`config.mk`:
```
export PLATFORM = sky130hd
export DESIGN_NAME = mult_accum_flat
export DESIGN_NICKNAME = d
export VERILOG_FILES = /design/src/rtl/mult_accum_if.sv /design/src/rtl/mult_accum.sv /design/src/flat_wrapper.sv
export SDC_FILE = /design/constraint.sdc
export NUM_CORES = 1
export LEC_CHECK = 0
export CAP_MARGIN = 10
export CORE_UTILIZATION = 48
export DETAILED_ROUTE_END_ITERATION = 7
export PLACE_DENSITY = 0.78
export SLEW_MARGIN = 20
export SYNTH_ARGS = -nofsm -noshare
export SYNTH_HDL_FRONTEND = slang
export SYNTH_SLANG_ARGS = --single-unit
export TNS_END_PERCENT = 100
```
`constraint.sdc`:
```
create_clock -name clk -period 2.2 [get_ports clk]
set_input_delay 0.22 -clock clk [delete_from_list [all_inputs] [get_ports clk]]
set_output_delay 0.22 -clock clk [all_outputs]
set_load 0.05 [all_outputs]
```
`src/rtl/mult_accum_if.sv`:
```
// Bus between the seqmult product stream / frame control and the accumulator.
// The producer side (multiplier + controller) uses master; the accumulator uses slave.
interface mult_accum_if #(
  parameter int PW    = 8,
  parameter int ACC_W = 12,
  parameter int CNT_W = 3
);
  logic [PW-1:0]    op_in;
  logic             ready_in;
  logic             start;
  logic [ACC_W-1:0] acc_out;
  logic [CNT_W-1:0] count;
  logic             busy;
  logic             done;
  logic             ovf;

  modport master (
    output op_in, ready_in, start,
    input  acc_out, count, busy, done, ovf
  );

  modport slave (
    input  op_in, ready_in, start,
    output acc_out, count, busy, done, ovf
  );
endinterface

```
`src/rtl/mult_accum.sv`:
```
// Frame accumulator for the sequential multiplier: sums COUNT_N products,
// one per rising edge of the multiplier's ready level, with sticky overflow.
module mult_accum #(
  parameter int PW      = 8,
  parameter int ACC_W   = 12,
  parameter int COUNT_N = 4,
  parameter int CNT_W   = 3
) (
  input  logic         clk,
  input  logic         rst_a,
  mult_accum_if.slave  bus
);

  localparam logic [1:0] ST_IDLE  = 2'd0;
  localparam logic [1:0] ST_ACCUM = 2'd1;
  localparam logic [1:0] ST_DONE  = 2'd2;

  localparam logic [CNT_W-1:0] LAST_CNT = CNT_W'(COUNT_N - 1);

  logic [1:0]       state_q, state_d;
  logic             ready_dly_q, ready_dly_d;
  logic [ACC_W-1:0] acc_q, acc_d;
  logic [CNT_W-1:0] count_q, count_d;
  logic             busy_q, busy_d;
  logic             done_q, done_d;
  logic             ovf_q, ovf_d;

  logic             rise;
  logic [ACC_W:0]   sum;

  assign rise = bus.ready_in & ~ready_dly_q;
  assign sum  = {1'b0, acc_q} + (ACC_W+1)'(bus.op_in);

  // Next-state logic: a start clears the frame from IDLE or DONE; in ACCUM only ready rises matter.
  always_comb begin
    state_d     = state_q;
    ready_dly_d = bus.ready_in;
    acc_d       = acc_q;
    count_d     = count_q;
    busy_d      = busy_q;
    done_d      = done_q;
    ovf_d       = ovf_q;
    case (state_q)
      ST_IDLE, ST_DONE: begin
        if (bus.start) begin
          acc_d   = '0;
          count_d = '0;
          ovf_d   = 1'b0;
          busy_d  = 1'b1;
          done_d  = 1'b0;
          state_d = ST_ACCUM;
        end
      end
      ST_ACCUM: begin
        if (rise) begin
          acc_d   = sum[ACC_W-1:0];
          count_d = count_q + CNT_W'(1);
          if (sum[ACC_W]) begin
            ovf_d = 1'b1;
          end
          if (count_q == LAST_CNT) begin
            busy_d  = 1'b0;
            done_d  = 1'b1;
            state_d = ST_DONE;
          end
        end
      end
      default: begin
        state_d = ST_IDLE;
      end
    endcase
  end

  // Register all state and outputs; reset clears everything asynchronously.
  always_ff @(posedge clk or negedge rst_a) begin
    if (!rst_a) begin
      state_q     <= ST_IDLE;
      ready_dly_q <= 1'b0;
      acc_q       <= '0;
      count_q     <= '0;
      busy_q      <= 1'b0;
      done_q      <= 1'b0;
      ovf_q       <= 1'b0;
    end else begin
      state_q     <= state_d;
      ready_dly_q <= ready_dly_d;
      acc_q       <= acc_d;
      count_q     <= count_d;
      busy_q      <= busy_d;
      done_q      <= done_d;
      ovf_q       <= ovf_d;
    end
  end

  assign bus.acc_out = acc_q;
  assign bus.count   = count_q;
  assign bus.busy    = busy_q;
  assign bus.done    = done_q;
  assign bus.ovf     = ovf_q;

endmodule

```
`src/flat_wrapper.sv`:
```
// flat-port wrapper written by rule: the top's interface ports become plain ports
module mult_accum_flat 
#(
  parameter int PW      = 8,
  parameter int ACC_W   = 12,
  parameter int COUNT_N = 4,
  parameter int CNT_W   = 3
)
  (clk, rst_a, bus_op_in, bus_ready_in, bus_start, bus_acc_out, bus_count, bus_busy, bus_done, bus_ovf);
  mult_accum_if #(.PW(PW), .ACC_W(ACC_W), .CNT_W(CNT_W)) bus_i ();
  input  logic clk;
  input  logic rst_a;
  input wire logic [$bits(bus_i.op_in)-1:0] bus_op_in;
  input wire logic [$bits(bus_i.ready_in)-1:0] bus_ready_in;
  input wire logic [$bits(bus_i.start)-1:0] bus_start;
  output wire logic [$bits(bus_i.acc_out)-1:0] bus_acc_out;
  output wire logic [$bits(bus_i.count)-1:0] bus_count;
  output wire logic [$bits(bus_i.busy)-1:0] bus_busy;
  output wire logic [$bits(bus_i.done)-1:0] bus_done;
  output wire logic [$bits(bus_i.ovf)-1:0] bus_ovf;
  assign bus_i.op_in = bus_op_in;
  assign bus_i.ready_in = bus_ready_in;
  assign bus_i.start = bus_start;
  assign bus_acc_out = bus_i.acc_out;
  assign bus_count = bus_i.count;
  assign bus_busy = bus_i.busy;
  assign bus_done = bus_i.done;
  assign bus_ovf = bus_i.ovf;
  mult_accum #(.PW(PW), .ACC_W(ACC_W), .COUNT_N(COUNT_N), .CNT_W(CNT_W)) u_core (.clk(clk), .rst_a(rst_a), .bus(bus_i));
endmodule
```
==> results of run 1 <==
[final cells by class]
class | count | area share
Clock inverter | 1 | 0.00471
Timing Repair Buffer | 34 | 0.205
Sequential cell | 21 | 0.330
Tap cell | 28 | 0.0220
Clock buffer | 3 | 0.0141
Multi-Input combinational cell | 95 | 0.419
Inverter | 2 | 0.00471
[cells by family after synthesis]
family | count (synthesis)
flip-flops | 21
multiplexers | 4
adder cells (fa/ha/maj) | 11
buffers and inverters | 8
AO/OA/AOI/OAI | 34
XOR/XNOR | 5
AND/OR/NAND/NOR | 41
[metal layers]
layer / global-route usage / up-vias / wire, um
li1: - / 523 / -
met2: 0.354 / 23 / 1210
met5: 0 / - / 0
met4: 0.0789 / 0 / 29
met1: 0.315 / 462 / 1340
met3: 0.0348 / 4 / 102
[Yosys cell counts (2+ instances only)]
cell type   n
a21o_1      5
dfrtp_1    21
clkbuf_1    3
ha_1       10
nand3_1    13
o21ai_1     4
nand2b_1    2
nand4_1     2
xor2_1      2
a211oi_1    2
buf_2       2
o21ai_0     7
mux2i_1     4
xnor2_1     3
a21oi_1     4
and3_1      2
nand2_1    14
nor3_1      2
inv_1       2
o21a_1      2
nor2_1      3
[worst max-delay path: cells and delay by family (launching register included)]
family	cells	cell delay [ns]
fa+ha+maj	2	0.62
mux	1	0.19
flops	1	0.44
compound gates	3	0.74
[final timing paths]
path / start / to / depth (start not counted) / slack (ns)
min in group clk: bus_ready_in / u_core.ready_dly_q / 1 / 0.41
worst max-delay path: u_core.bus.acc_out[0] / u_core.bus.acc_out[10] / 6 / 0.15
worst min register to register: u_core.bus.done / u_core.bus.done / 1 / 0.51
max in group asynchronous: rst_a / u_core.bus.acc_out[8] / 2 / 1.30
worst min-delay path: rst_a / u_core.bus.acc_out[2] / 1 / 0.33
worst max register to register: u_core.bus.acc_out[0] / u_core.bus.acc_out[10] / 6 / 0.15
[stage by stage]
| step | area [um2] | cells | power (mW) | worst slack, ns |
|---|---|---|---|---|
| 3_3_place_gp | 1570 | 180 | 2.05 | -0.00868 |
| 3_5_place_dp | 1570 | 180 | 2.07 | -0.0602 |
| 6_report | 1600 | 184 | 2.26 | 0.147 |
| 4_1_cts | 1600 | 184 | 2.27 | 0.134 |
| 5_1_grt | 1600 | 184 | 2.43 | 0.0515 |
| 2_1_floorplan | 1230 | 124 | 1.65 | 0.0770 |
[state kept, by name, summed over array words and instances (netlist names)]
signal / cells
u_core.bus.acc_out: 12
u_core.bus.busy: 1
u_core.bus.done: 1
u_core.bus.count: 3
u_core.state_q: 2
u_core.ready_dly_q: 1
u_core.bus.ovf: 1
[report_power, final]
part           switching (mW)  total [mW]  internal [mW]
clock                   0.129       0.199         0.0693
sequential              0.131       0.655          0.524
combinational           0.880        1.41          0.529
==> summary.md, run 1 <==
| Metric | Value |
|---|---|
| Worst Setup Start Kind | `flop` |
| Largest net degree at the start of global routing | `21` |
| Post-Synth Adder-Cell Area | `0.118` |
| Number of enable flip-flop cells after synthesis | `0` |
| Register area | `527 um2` |
| Fin. Hold Viols | `0` |
| Most frequent cells in the layout | `clkdlybuf4s50_1, dfrtp_1, nand2_1` |
| PD cells | `1420 nW/um2` |
| Largest family of logic cells by synthesized area | `compound AO/OA/AOI/OAI gates` |
| Hpwl dp | `1.96 mm` |
| CP Class | `reg -> reg` |
| Final setup viols | `0` |
| Total CTS buffers | `3` |
| Mapped Avg Cell Area | `9.92 um2` |
| Clk slew on worst S/H paths | `0.13 ns` |
| Area leader, netlist | `dfrtp_1` |
| Layout cells sized above 1 | `0.0833` |
| Commonest non-fill, non-tap cell in the layout | `clkdlybuf4s50_1` |
| Core area | `2320 um2` |
| Number of global-route vias before repair | `1001` |
| Period utilisation layout | `0.933` |
| H-tree depth | `1` |
| Setup Buffers After CTS | `0` |
| Synth area leaders | `dfrtp_1, ha_1, nand3_1` |
| Post-Syn Nets | `147` |
| Die W | `52.6 um` |
| Overall Global Routing Usage | `0.226` |
| Post-CTS Hold Fix Bufs | `0` |
| Critical path fanouts, max | `3` |
| Max VDD drop | `1050 uV` |
| Worst slew pin tran | `0.731 ns` |
| Total grt overflow | `0` |
| Drt drc | `0` |
| Post-synth top flop | `dfrtp_1` |
| Initial antenna violation count | `0` |
| Status | `completed` |
| Gpl congestion | `0.798` |
| Initial Util | `0.530` |
| Synth warn | `0` |
| Synth Register Bits | `21` |
| CTS Root Cell | `clkbuf_4` |
| Async SR Flop Fraction | `1.00` |
| Row cnt | `17` |
| Synthesized instance count | `124` |
| Synth Area in Simple Gates | `0.169` |
| Critical Path Max Stage Delay | `0.44 ns` |
| Register area share after synthesis | `0.427` |
| Required time worst endpoint | `2.45 ns` |
| First-pass GRT wire length | `4.52 mm` |
| Final nets | `180` |
| # diodes | `0` |
| PortBufs | `29` |
| Fin. max-slew vios | `0` |
| Leakage power | `0.756 nW` |
| Crit-path cells | `ha_1, fa_1, a21o_1, a221o_1, o21ai_2, mux2i_1` |
| Post-route ant nets | `0` |
| Max Cap Viol | `0` |
| Min-delay worst type | `in -> async` |
| CTS sink cnt | `21` |
| CTS Buffer Depth | `2` |
| Die height | `52.6 um` |
| Mux cell area share after synthesis | `0.0326` |
| Vias/cell | `5.50` |
| Final min period | `2.05 ns` |
| Crit. End Element | `flop` |
| Vias after detailed routing | `1012` |
| Synth top area share | `0.427` |
| WL/cell | `14.6 um` |
| Ports | `30` |
| Worst relative slew slack | `0.511` |
| Fill cells | `193` |
| Unique cell type count in the Yosys netlist | `36` |
| Final hold slack | `0.327 ns` |
| Multi-input logic area | `668 um2` |
| Setup TNS | `0 ns` |
| Post-cts resize count | `0` |
| Post-Syn Area | `1230 um2` |
| Clock skew | `0.00260 ns` |
| Fmax | `487 MHz` |
| Final Util | `0.688` |
| Area growth from synthesis to layout | `29.7%` |
| Post-Synth XOR/XNOR Area | `0.0356` |
| Drt total wl | `2.69 mm` |
| Worst-skew pair later-pin latency | `0.31 ns` |
| Starting DRC count in detailed routing | `20` |
| TritonRoute pass-1 iters | `4` |
| Synth Area in Compound Gates | `0.188` |
| TritonCTS clock tree | `yes` |
| RSZ-0062 raised after global routing | `false` |
| Critical path arrival | `2.30 ns` |
| Slowest-stage cell, CP | `dfrtp_2` |
| Die footprint | `2770 um2` |
(Power assumes the default switching activity.)
==> inputs of run 2 (changes only) <==
--- a/config.mk
+++ b/config.mk
@@ -8,6 +8,7 @@
 export CAP_MARGIN = 10
 export CORE_UTILIZATION = 48
 export DETAILED_ROUTE_END_ITERATION = 7
+export MAX_ROUTING_LAYER = met4
 export PLACE_DENSITY = 0.78
 export SLEW_MARGIN = 20
 export SYNTH_ARGS = -nofsm -noshare
==> run 2 against run 1 <==
  * Non-clock buffer count unchanged
  * Setup slack barely moved
  * Routed wire length about the same
  * Sequential cell count did not move
  * Via count fell by 0.30%
  * Final cell count is the same
  * Critical path depth is the same
  * Sequential share of layout area is the same
  * Critical path type unchanged
  * Largest power group unchanged
  * Highest routed layer unchanged
==> summary.md, run 2 (synthesis gave the netlist of run 1 again) <==
| Metric | Value |
|---|---|
| Clock skew | `0.00260 ns` |
| Area growth from synthesis to layout | `29.7%` |
| Min-delay worst type | `in -> async` |
| Sequential Power Share | `0.290` |
| Post-cts resize count | `0` |
| Leakage power | `0.756 nW` |
| Final min period | `2.05 ns` |
| WP buf/inv | `0` |
| Setup Buffers After CTS | `0` |
| Sw power | `1.14 mW` |
| Critical path arrival | `2.30 ns` |
| Final hold slack | `0.331 ns` |
| Max reg flops | `12` |
| Gpl congestion | `0.810` |
| Fin. max-slew vios | `0` |
| Critical Path Max Stage Delay | `0.44 ns` |
| PortBufs | `29` |
| Worst relative slew slack | `0.511` |
| Drt drc | `0` |
| CP Class | `reg -> reg` |
| Final nets | `180` |
| Vias after detailed routing | `1009` |
| Critical path fanouts, max | `3` |
| Total grt overflow | `0` |
| Combinational Power Share | `0.623` |
| Required time worst endpoint | `2.44 ns` |
| PD cells | `1420 nW/um2` |
| Fmax | `487 MHz` |
| Hpwl dp | `1.96 mm` |
| Post-CTS Hold Fix Bufs | `0` |
| Row cnt | `17` |
| Fin. Hold Viols | `0` |
| Worst slew pin tran | `0.731 ns` |
| Final setup viols | `0` |
| Vias/cell | `5.48` |
| Top Layer Used | `met4` |
| Met1 wire length | `1.35 mm` |
| Total CTS buffers | `3` |
| TritonRoute pass-1 iters | `4` |
| Final Util | `0.688` |
| Power Internal | `1.12 mW` |
| RSZ-0062 raised after global routing | `false` |
| Overall Global Routing Usage | `0.232` |
| CTS Buffer Depth | `2` |
| Period utilisation layout | `0.933` |
| Crit-path cells | `ha_1, fa_1, a21o_1, a221o_1, o21ai_2, mux2i_1` |
| Most frequent cells in the layout | `clkdlybuf4s50_1, dfrtp_1, nand2_1` |
| Worst Setup Start Kind | `flop` |
| Layout cells sized above 1 | `0.0833` |
| Initial Util | `0.530` |
| Sw frac | `0.504` |
| Met3 wire len | `96 um` |
| Number of global-route vias before repair | `1002` |
| Drt total wl | `2.69 mm` |
| Met2 wire length | `1.22 mm` |
| Ports | `30` |
| CP delay by family, top | `compound AO/OA/AOI/OAI gates` |
| CTS sink cnt | `21` |
| Max Cap Viol | `0` |
| Largest net degree at the start of global routing | `21` |
| Clk slew on worst S/H paths | `0.13 ns` |
| First-pass GRT wire length | `4.52 mm` |
| Initial antenna violation count | `0` |
| Clock Power Share | `0.087` |
| Worst-skew pair later-pin latency | `0.31 ns` |
| Starting DRC count in detailed routing | `20` |
| Max VDD drop | `1050 uV` |
| Commonest non-fill, non-tap cell in the layout | `clkdlybuf4s50_1` |
| Status | `completed` |
| Die footprint | `2770 um2` |
| # diodes | `0` |
| Post-route ant nets | `0` |
| TritonCTS clock tree | `yes` |
| H-tree depth | `1` |
| WL/cell | `14.6 um` |
| Core area | `2320 um2` |
| Die height | `52.6 um` |
| Crit. End Element | `flop` |
| CTS Root Cell | `clkbuf_4` |
| Die W | `52.6 um` |
| Slowest-stage cell, CP | `dfrtp_2` |
==> run 2: final cells by class <==
| class | count | area (um2) |
|---|---|---|
| Clock buffer | 3 | 22.5 |
| Clock inverter | 1 | 7.51 |
| Fill cell | 193 | 723 |
| Inverter | 2 | 7.51 |
| Multi-Input combinational cell | 95 | 668 |
| Sequential cell | 21 | 527 |
| Tap cell | 28 | 35.0 |
| Timing Repair Buffer | 34 | 328 |
==> run 2: final timing paths <==
kind                                  startpoint                      to  slack (ns)  depth (start not counted)
hold reg to reg                  u_core.bus.done         u_core.bus.done        0.51                          1
setup reg to reg           u_core.bus.acc_out[0]  u_core.bus.acc_out[10]        0.15                          6
min in group clk                    bus_ready_in      u_core.ready_dly_q        0.42                          1
hold / removal                             rst_a   u_core.bus.acc_out[2]        0.33                          1
setup / recovery           u_core.bus.acc_out[0]  u_core.bus.acc_out[10]        0.15                          6
max in group asynchronous                  rst_a   u_core.bus.acc_out[8]        1.30                          2
==> run 2: through the flow <==
| step | setup TNS, ns | area (um2) | cells | setup slack [ns] | total power [mW] |
|---|---|---|---|---|---|
| after floorplan | 0 | 1230 | 124 | 0.0770 | 1.65 |
| after global routing | 0 | 1600 | 184 | 0.0515 | 2.43 |
| after CTS | 0 | 1600 | 184 | 0.134 | 2.27 |
| after detailed placement | -0.108 | 1570 | 180 | -0.0602 | 2.07 |
| final | 0 | 1600 | 184 | 0.147 | 2.26 |
| after global placement | -0.00868 | 1570 | 180 | -0.00868 | 2.05 |
==> run 2: per-layer routing <==
layer | up-vias | track usage
li1 | 523 | -
met1 | 464 | 0.315
met2 | 20 | 0.354
met3 | 2 | 0.0348
met4 | 0 | 0.0789
met5 | - | -
==> run 2: power groups by stage <==
stage	Sequential [mW]	Combinational [mW]	Clock, mW
detailed placement	0.663	1.41	0
finish	0.655	1.41	0.197
floorplan	1.08	0.564	0
global placement	0.656	1.39	0
CTS	0.655	1.42	0.202
global route	0.677	1.53	0.218
==> run 2: worst register-to-register path, delay by kind of cell, from the launching register on <==
| family | cells | cell delay, ns |
|---|---|---|
| compound gates | 3 | 0.74 |
| flops | 1 | 0.44 |
| fa+ha+maj | 2 | 0.62 |
| mux | 1 | 0.19 |
==> inputs of run 3 (changes only) <==
--- a/config.mk
+++ b/config.mk
@@ -10,6 +10,7 @@
 export DETAILED_ROUTE_END_ITERATION = 7
 export MAX_ROUTING_LAYER = met4
 export PLACE_DENSITY = 0.78
+export SKIP_LAST_GASP = 1
 export SLEW_MARGIN = 20
 export SYNTH_ARGS = -nofsm -noshare
 export SYNTH_HDL_FRONTEND = slang
==> results of run 3 <==
The final DEF is identical to that of run 2; final timing and power are the same.
==> patch 1: new RTL, config.mk and constraints of run 3 <==
Make the reset (`rst_a`) synchronous in one clocked block. Comments in the files are not updated.
--- a/src/rtl/mult_accum.sv
+++ b/src/rtl/mult_accum.sv
@@ -73,5 +73,5 @@
 
   // Register all state and outputs; reset clears everything asynchronously.
-  always_ff @(posedge clk or negedge rst_a) begin
+  always_ff @(posedge clk) begin
     if (!rst_a) begin
       state_q     <= ST_IDLE;
Function: differs if rst_a is asserted again (counterexample within 4 cycles, from zero or initial values and one cycle with rst_a low); with rst_a held inactive, the same outputs for 10 cycles.
==> patch 1 against run 3 <==
- sequential cell count is the same
- worst setup slack gained 0.069 ns
- routed wire length grew 5.1%
- cell area shrank 0.16%
- count of clock-buffer cells in the layout is the same
- synthesized area shrank 1.0%
- maximum frequency grew 3.5%
Power is not compared: it rests on default switching activity, and its combinational part moved more than twofold at a synthesized area within 25%.
==> patch 1: results (changes against run 3) <==
* Run status: complete, no violations
* Post-synth ARST share at 0 (-1.00)
* CP arrival at 2.17 ns (-0.13 ns)
* Setup repair bufs after CTS at 0 (unchanged)
* Max FFs per register at 12 (unchanged)
* Vias per cell at 5.85 (+6.7%)
* DRT iter0 DRCs at 19 (-5.0%)
* Hold crit path type: flip-flop to flip-flop
* GPL Wtd Cong at 0.906 (+12%)
* CP delay by family, top: adder cells
* Synth cell count leaders: dfxtp_1, nand2_1, nand3_1, ha_1, a21oi_1
* Slew headroom at 0.607 (+0.0951)
* Filler cell count at 197 (+2.1%)
* Total wire length at 2.82 mm (+5.1%)
* Prevailing post-synth register cell: dfxtp_1
* First-pass GRT wire length at 4.86 mm (+7.6%)
* Slowest-stage cell, CP: fa_1
* Final setup skew at 0.00707 ns (+0.00447 ns)
* Dpl hpwl at 2.17 mm (+11%)
* WHS Path Cells at 2
* Share of layout cells above drive strength 1 at 0.0814 (-0.00194)
* Max stage delay on crit path at 0.41 ns (-0.03 ns)
* Yosys top cell by area: dfxtp_1
* Vias in the first global route at 1,135 (+13%)
* Largest net degree at the start of global routing at 19 (-9.5%)
* Seq/Total Area, Yosys at 0.345 (-0.0819)
* Post-synth cell types at 43 (+19%)
* Total track usage at 0.248 (+0.0157)
* Fin nets at 196 (+8.9%)
* Top cells by area, synth: dfxtp_1, ha_1, nand3_1, a21oi_1, nand2_1
* Post-Syn Nets at 161 (+9.5%)
* Clock latency at the later pin of the worst-skew pair at 0.30 ns
* Reg2reg path depth at 7 (+1)
-- patch 1: changes by cell type in the layout (fill, tap and decap cells not counted), moves of 3 or more --
cell,run 3,this run
or3_1,0,3
mux2i_1,4,0
dfxtp_1,0,21
nand2_1,14,11
a21boi_0,0,4
a21oi_1,4,9
and2_1,0,6
a21o_1,5,2
nor2_1,3,8
o21ai_1,4,1
dfrtp_1,20,0
-- patch 1: cell type report --
type                            instances  area [um^2]  area share
Multi-Input combinational cell        111          774       0.486
Tap cell                               28         35.0      0.0220
Clock inverter                          1         5.00     0.00314
Inverter                                2         7.51     0.00471
Timing Repair Buffer                   34          328       0.206
Sequential cell                        21          420       0.264
Clock buffer                            3         22.5      0.0141
-- patch 1: path summary, 6_finish.rpt --
kind	slack (ns)	endpoint	startpoint
max	0.22	u_core.bus.acc_out[6]$_SDFFE_PN0P_	u_core.bus.acc_out[0]$_SDFFE_PN0P_
min	0.48	u_core.bus.ovf$_SDFFE_PN0P_	u_core.bus.ovf$_SDFFE_PN0P_
max reg2reg	0.22	u_core.bus.acc_out[6]$_SDFFE_PN0P_	u_core.bus.acc_out[0]$_SDFFE_PN0P_
min reg2reg	0.48	u_core.bus.ovf$_SDFFE_PN0P_	u_core.bus.ovf$_SDFFE_PN0P_
-- patch 1: power groups by stage --
stage,logic [uW],registers [uW],clock network (uW)
5_1_grt,185,401,211
3_5_place_dp,167,408,0
3_3_place_gp,164,407,0
2_1_floorplan,80.1,432,0
6_report,169,400,188
4_1_cts,168,400,197
-- patch 1: metrics by stage --
stage	setup TNS (ns)	instances	utilization	setup slack (ns)
after CTS	0	200	0.693	0.222
after floorplan	0	138	-	0.0986
after global placement	-0.0210	196	0.681	-0.0210
final	0	200	0.693	0.215
after global routing	0	200	0.693	0.103
after detailed placement	-0.0983	196	0.681	-0.0594
-- patch 1: cell families after synthesis --
| logic type | share of synthesized area |
|---|---|
| xor gates and xnor gates | 0.0216 |
| buffers and inverters | 0.0185 |
| DFF | 0.345 |
| and+or+nand+nor | 0.275 |
| adders and majority gates | 0.119 |
| AOI/OAI and AO/OA | 0.220 |
-- patch 1: routing by layer --
metal | GRT usage | up-vias | share of wire
met4 | 0.101 | 0 | 0.013
met2 | 0.422 | 41 | 0.48
li1 | - | 576 | -
met1 | 0.296 | 549 | 0.46
met3 | 0.0290 | 4 | 0.048
met5 | - | - | 0
-- patch 1: worst min-delay path, stage by stage, from the launching register on --
cell and delay [ns]:
dfxtp_1 0.33, nand3_1 0.06, o41ai_1 0.06
==> patch 2: new RTL, config.mk and constraints of run 3 <==
Made on the original files. `PW` is set to 8 in 3 places; all go to 7.
--- a/src/rtl/mult_accum_if.sv
+++ b/src/rtl/mult_accum_if.sv
@@ -2,5 +2,5 @@
 // The producer side (multiplier + controller) uses master; the accumulator uses slave.
 interface mult_accum_if #(
-  parameter int PW    = 8,
+  parameter int PW    = 7,
   parameter int ACC_W = 12,
   parameter int CNT_W = 3
--- a/src/rtl/mult_accum.sv
+++ b/src/rtl/mult_accum.sv
@@ -2,5 +2,5 @@
 // one per rising edge of the multiplier's ready level, with sticky overflow.
 module mult_accum #(
-  parameter int PW      = 8,
+  parameter int PW      = 7,
   parameter int ACC_W   = 12,
   parameter int COUNT_N = 4,
--- a/src/flat_wrapper.sv
+++ b/src/flat_wrapper.sv
@@ -2,5 +2,5 @@
 module mult_accum_flat 
 #(
-  parameter int PW      = 8,
+  parameter int PW      = 7,
   parameter int ACC_W   = 12,
   parameter int COUNT_N = 4,
Ports: changed (resized bus_op_in); port bits go from 30 to 29. No check against the original RTL was run, so the function may have changed too.
==> patch 2 against run 3 <==
- cell area shrank 1.7%
- routed wire length down 7.7%
- power fell by 7.4%
- worst setup slack gained 0.0061 ns
- synthesized area down 1.7%
- worst hold slack lost 0.085 ns
- sequential cell count is the same
- non-clock buffer count down 1
- global-route usage down 2.2 points
- critical path type unchanged
- critical endpoint unchanged
==> patch 2: results (changes against run 3) <==
* Run status: complete, no violations
* Max stage delay on crit path at 0.41 ns (-0.03 ns)
* Top cells by area, synth: dfrtp_1, ha_1, o21ai_0, nand2_1, xnor2_1
* GR met3 Demand/Resource at 0.0348 (unchanged)
* Post-synth cell types at 34 (-5.6%)
* Mux cell area share after synthesis at 0 (-0.0326)
* Least-Margin Pin Slew at 0.516 ns (-0.215 ns)
* Non-clk buf share at 0.203 (-0.00278)
* CP delay by family, top: adder cells
* I/O Buffers at 28 (-3.4%)
* Reg power frac at 0.298 (+0.008)
* Met1 Use GR at 0.252 (-0.0628)
* Slowest-stage cell, CP: dfrtp_1
* Post-Syn Nets at 139 (-5.4%)
* Filler cell count at 204 (+5.7%)
* CP arrival at 2.25 ns (-0.05 ns)
* Met1 wire length at 1.13 mm (-16%)
* Synth Area in Compound Gates at 0.214 (+0.0261)
* Non-clk invs at 3 (+1)
* Signal buffers at 33 (-2.9%)
* Dpl hpwl at 1.86 mm (-5.0%)
* Seq/Total Area, Yosys at 0.435 (+0.00752)
* P_sw at 1030 uW (-9.7%)
* GPL Wtd Cong at 0.790 (-2.5%)
* Total track usage at 0.211 (-0.0218)
* Synth cell count leaders: dfrtp_1, nand2_1, o21ai_0, nor2_1, ha_1
* Pre-CTS worst setup slack at -0.0610 ns (-0.000838 ns)
* First-pass GRT wire length at 4.05 mm (-10%)
* Mapped Area at 1210 um^2 (-1.7%)
* DP Area at 1540 um^2 (-1.5%)
* Clkbuf count at 4 (+1)
* Met2 wire length at 1.20 mm (-1.8%)
* Synth Area in Adders at 0.110 (-0.00828)
* #MultiIn Comb at 90 (-5.3%)
* Maximum VDD drop at 0.000833 V (-21%)
* Comb pwr at 1280 uW (-9%)
* Fin nets at 173 (-3.9%)
* Share of layout cells above drive strength 1 at 0.106 (+0.0226)
* Multi-input combinational area share at 0.416 (-0.00302)
* Met2 track demand over resource at 0.357 (+0.00241)
* Sw Share at 0.491 (-0.0126)
* Leak at 0.000674 uW (-11%)
* Vias per cell at 5.55 (+1.2%)
* Reg area at 526 um^2 (-0.24%)
* Drt wl/cell at 13.8 um (-5.1%)
* Largest net degree at the start of global routing at 22 (+4.8%)
-- patch 2: stage by stage --
stage          cells   util
2_1_floorplan    118      -
3_3_place_gp     175  0.671
3_5_place_dp     175  0.671
4_1_cts          179  0.682
5_1_grt          179  0.682
6_report         179  0.682
-- patch 2: path summary, 6_finish.rpt --
kind,startpoint,endpoint,depth (start not counted),slack [ns]
setup / recovery,u_core.bus.acc_out[0]$_DFFE_PN0P_,u_core.bus.acc_out[10]$_DFFE_PN0P_,7,0.15
hold / removal,rst_a,u_core.bus.acc_out[1]$_DFFE_PN0P_,2,0.25
setup reg to reg,u_core.bus.acc_out[0]$_DFFE_PN0P_,u_core.bus.acc_out[10]$_DFFE_PN0P_,7,0.15
hold reg to reg,u_core.bus.ovf$_DFFE_PN0P_,u_core.bus.ovf$_DFFE_PN0P_,2,0.52
max in group asynchronous,rst_a,u_core.bus.acc_out[7]$_DFFE_PN0P_,2,1.74
min in group clk,bus_ready_in,u_core.ready_dly_q$_DFF_PN0_,1,0.43
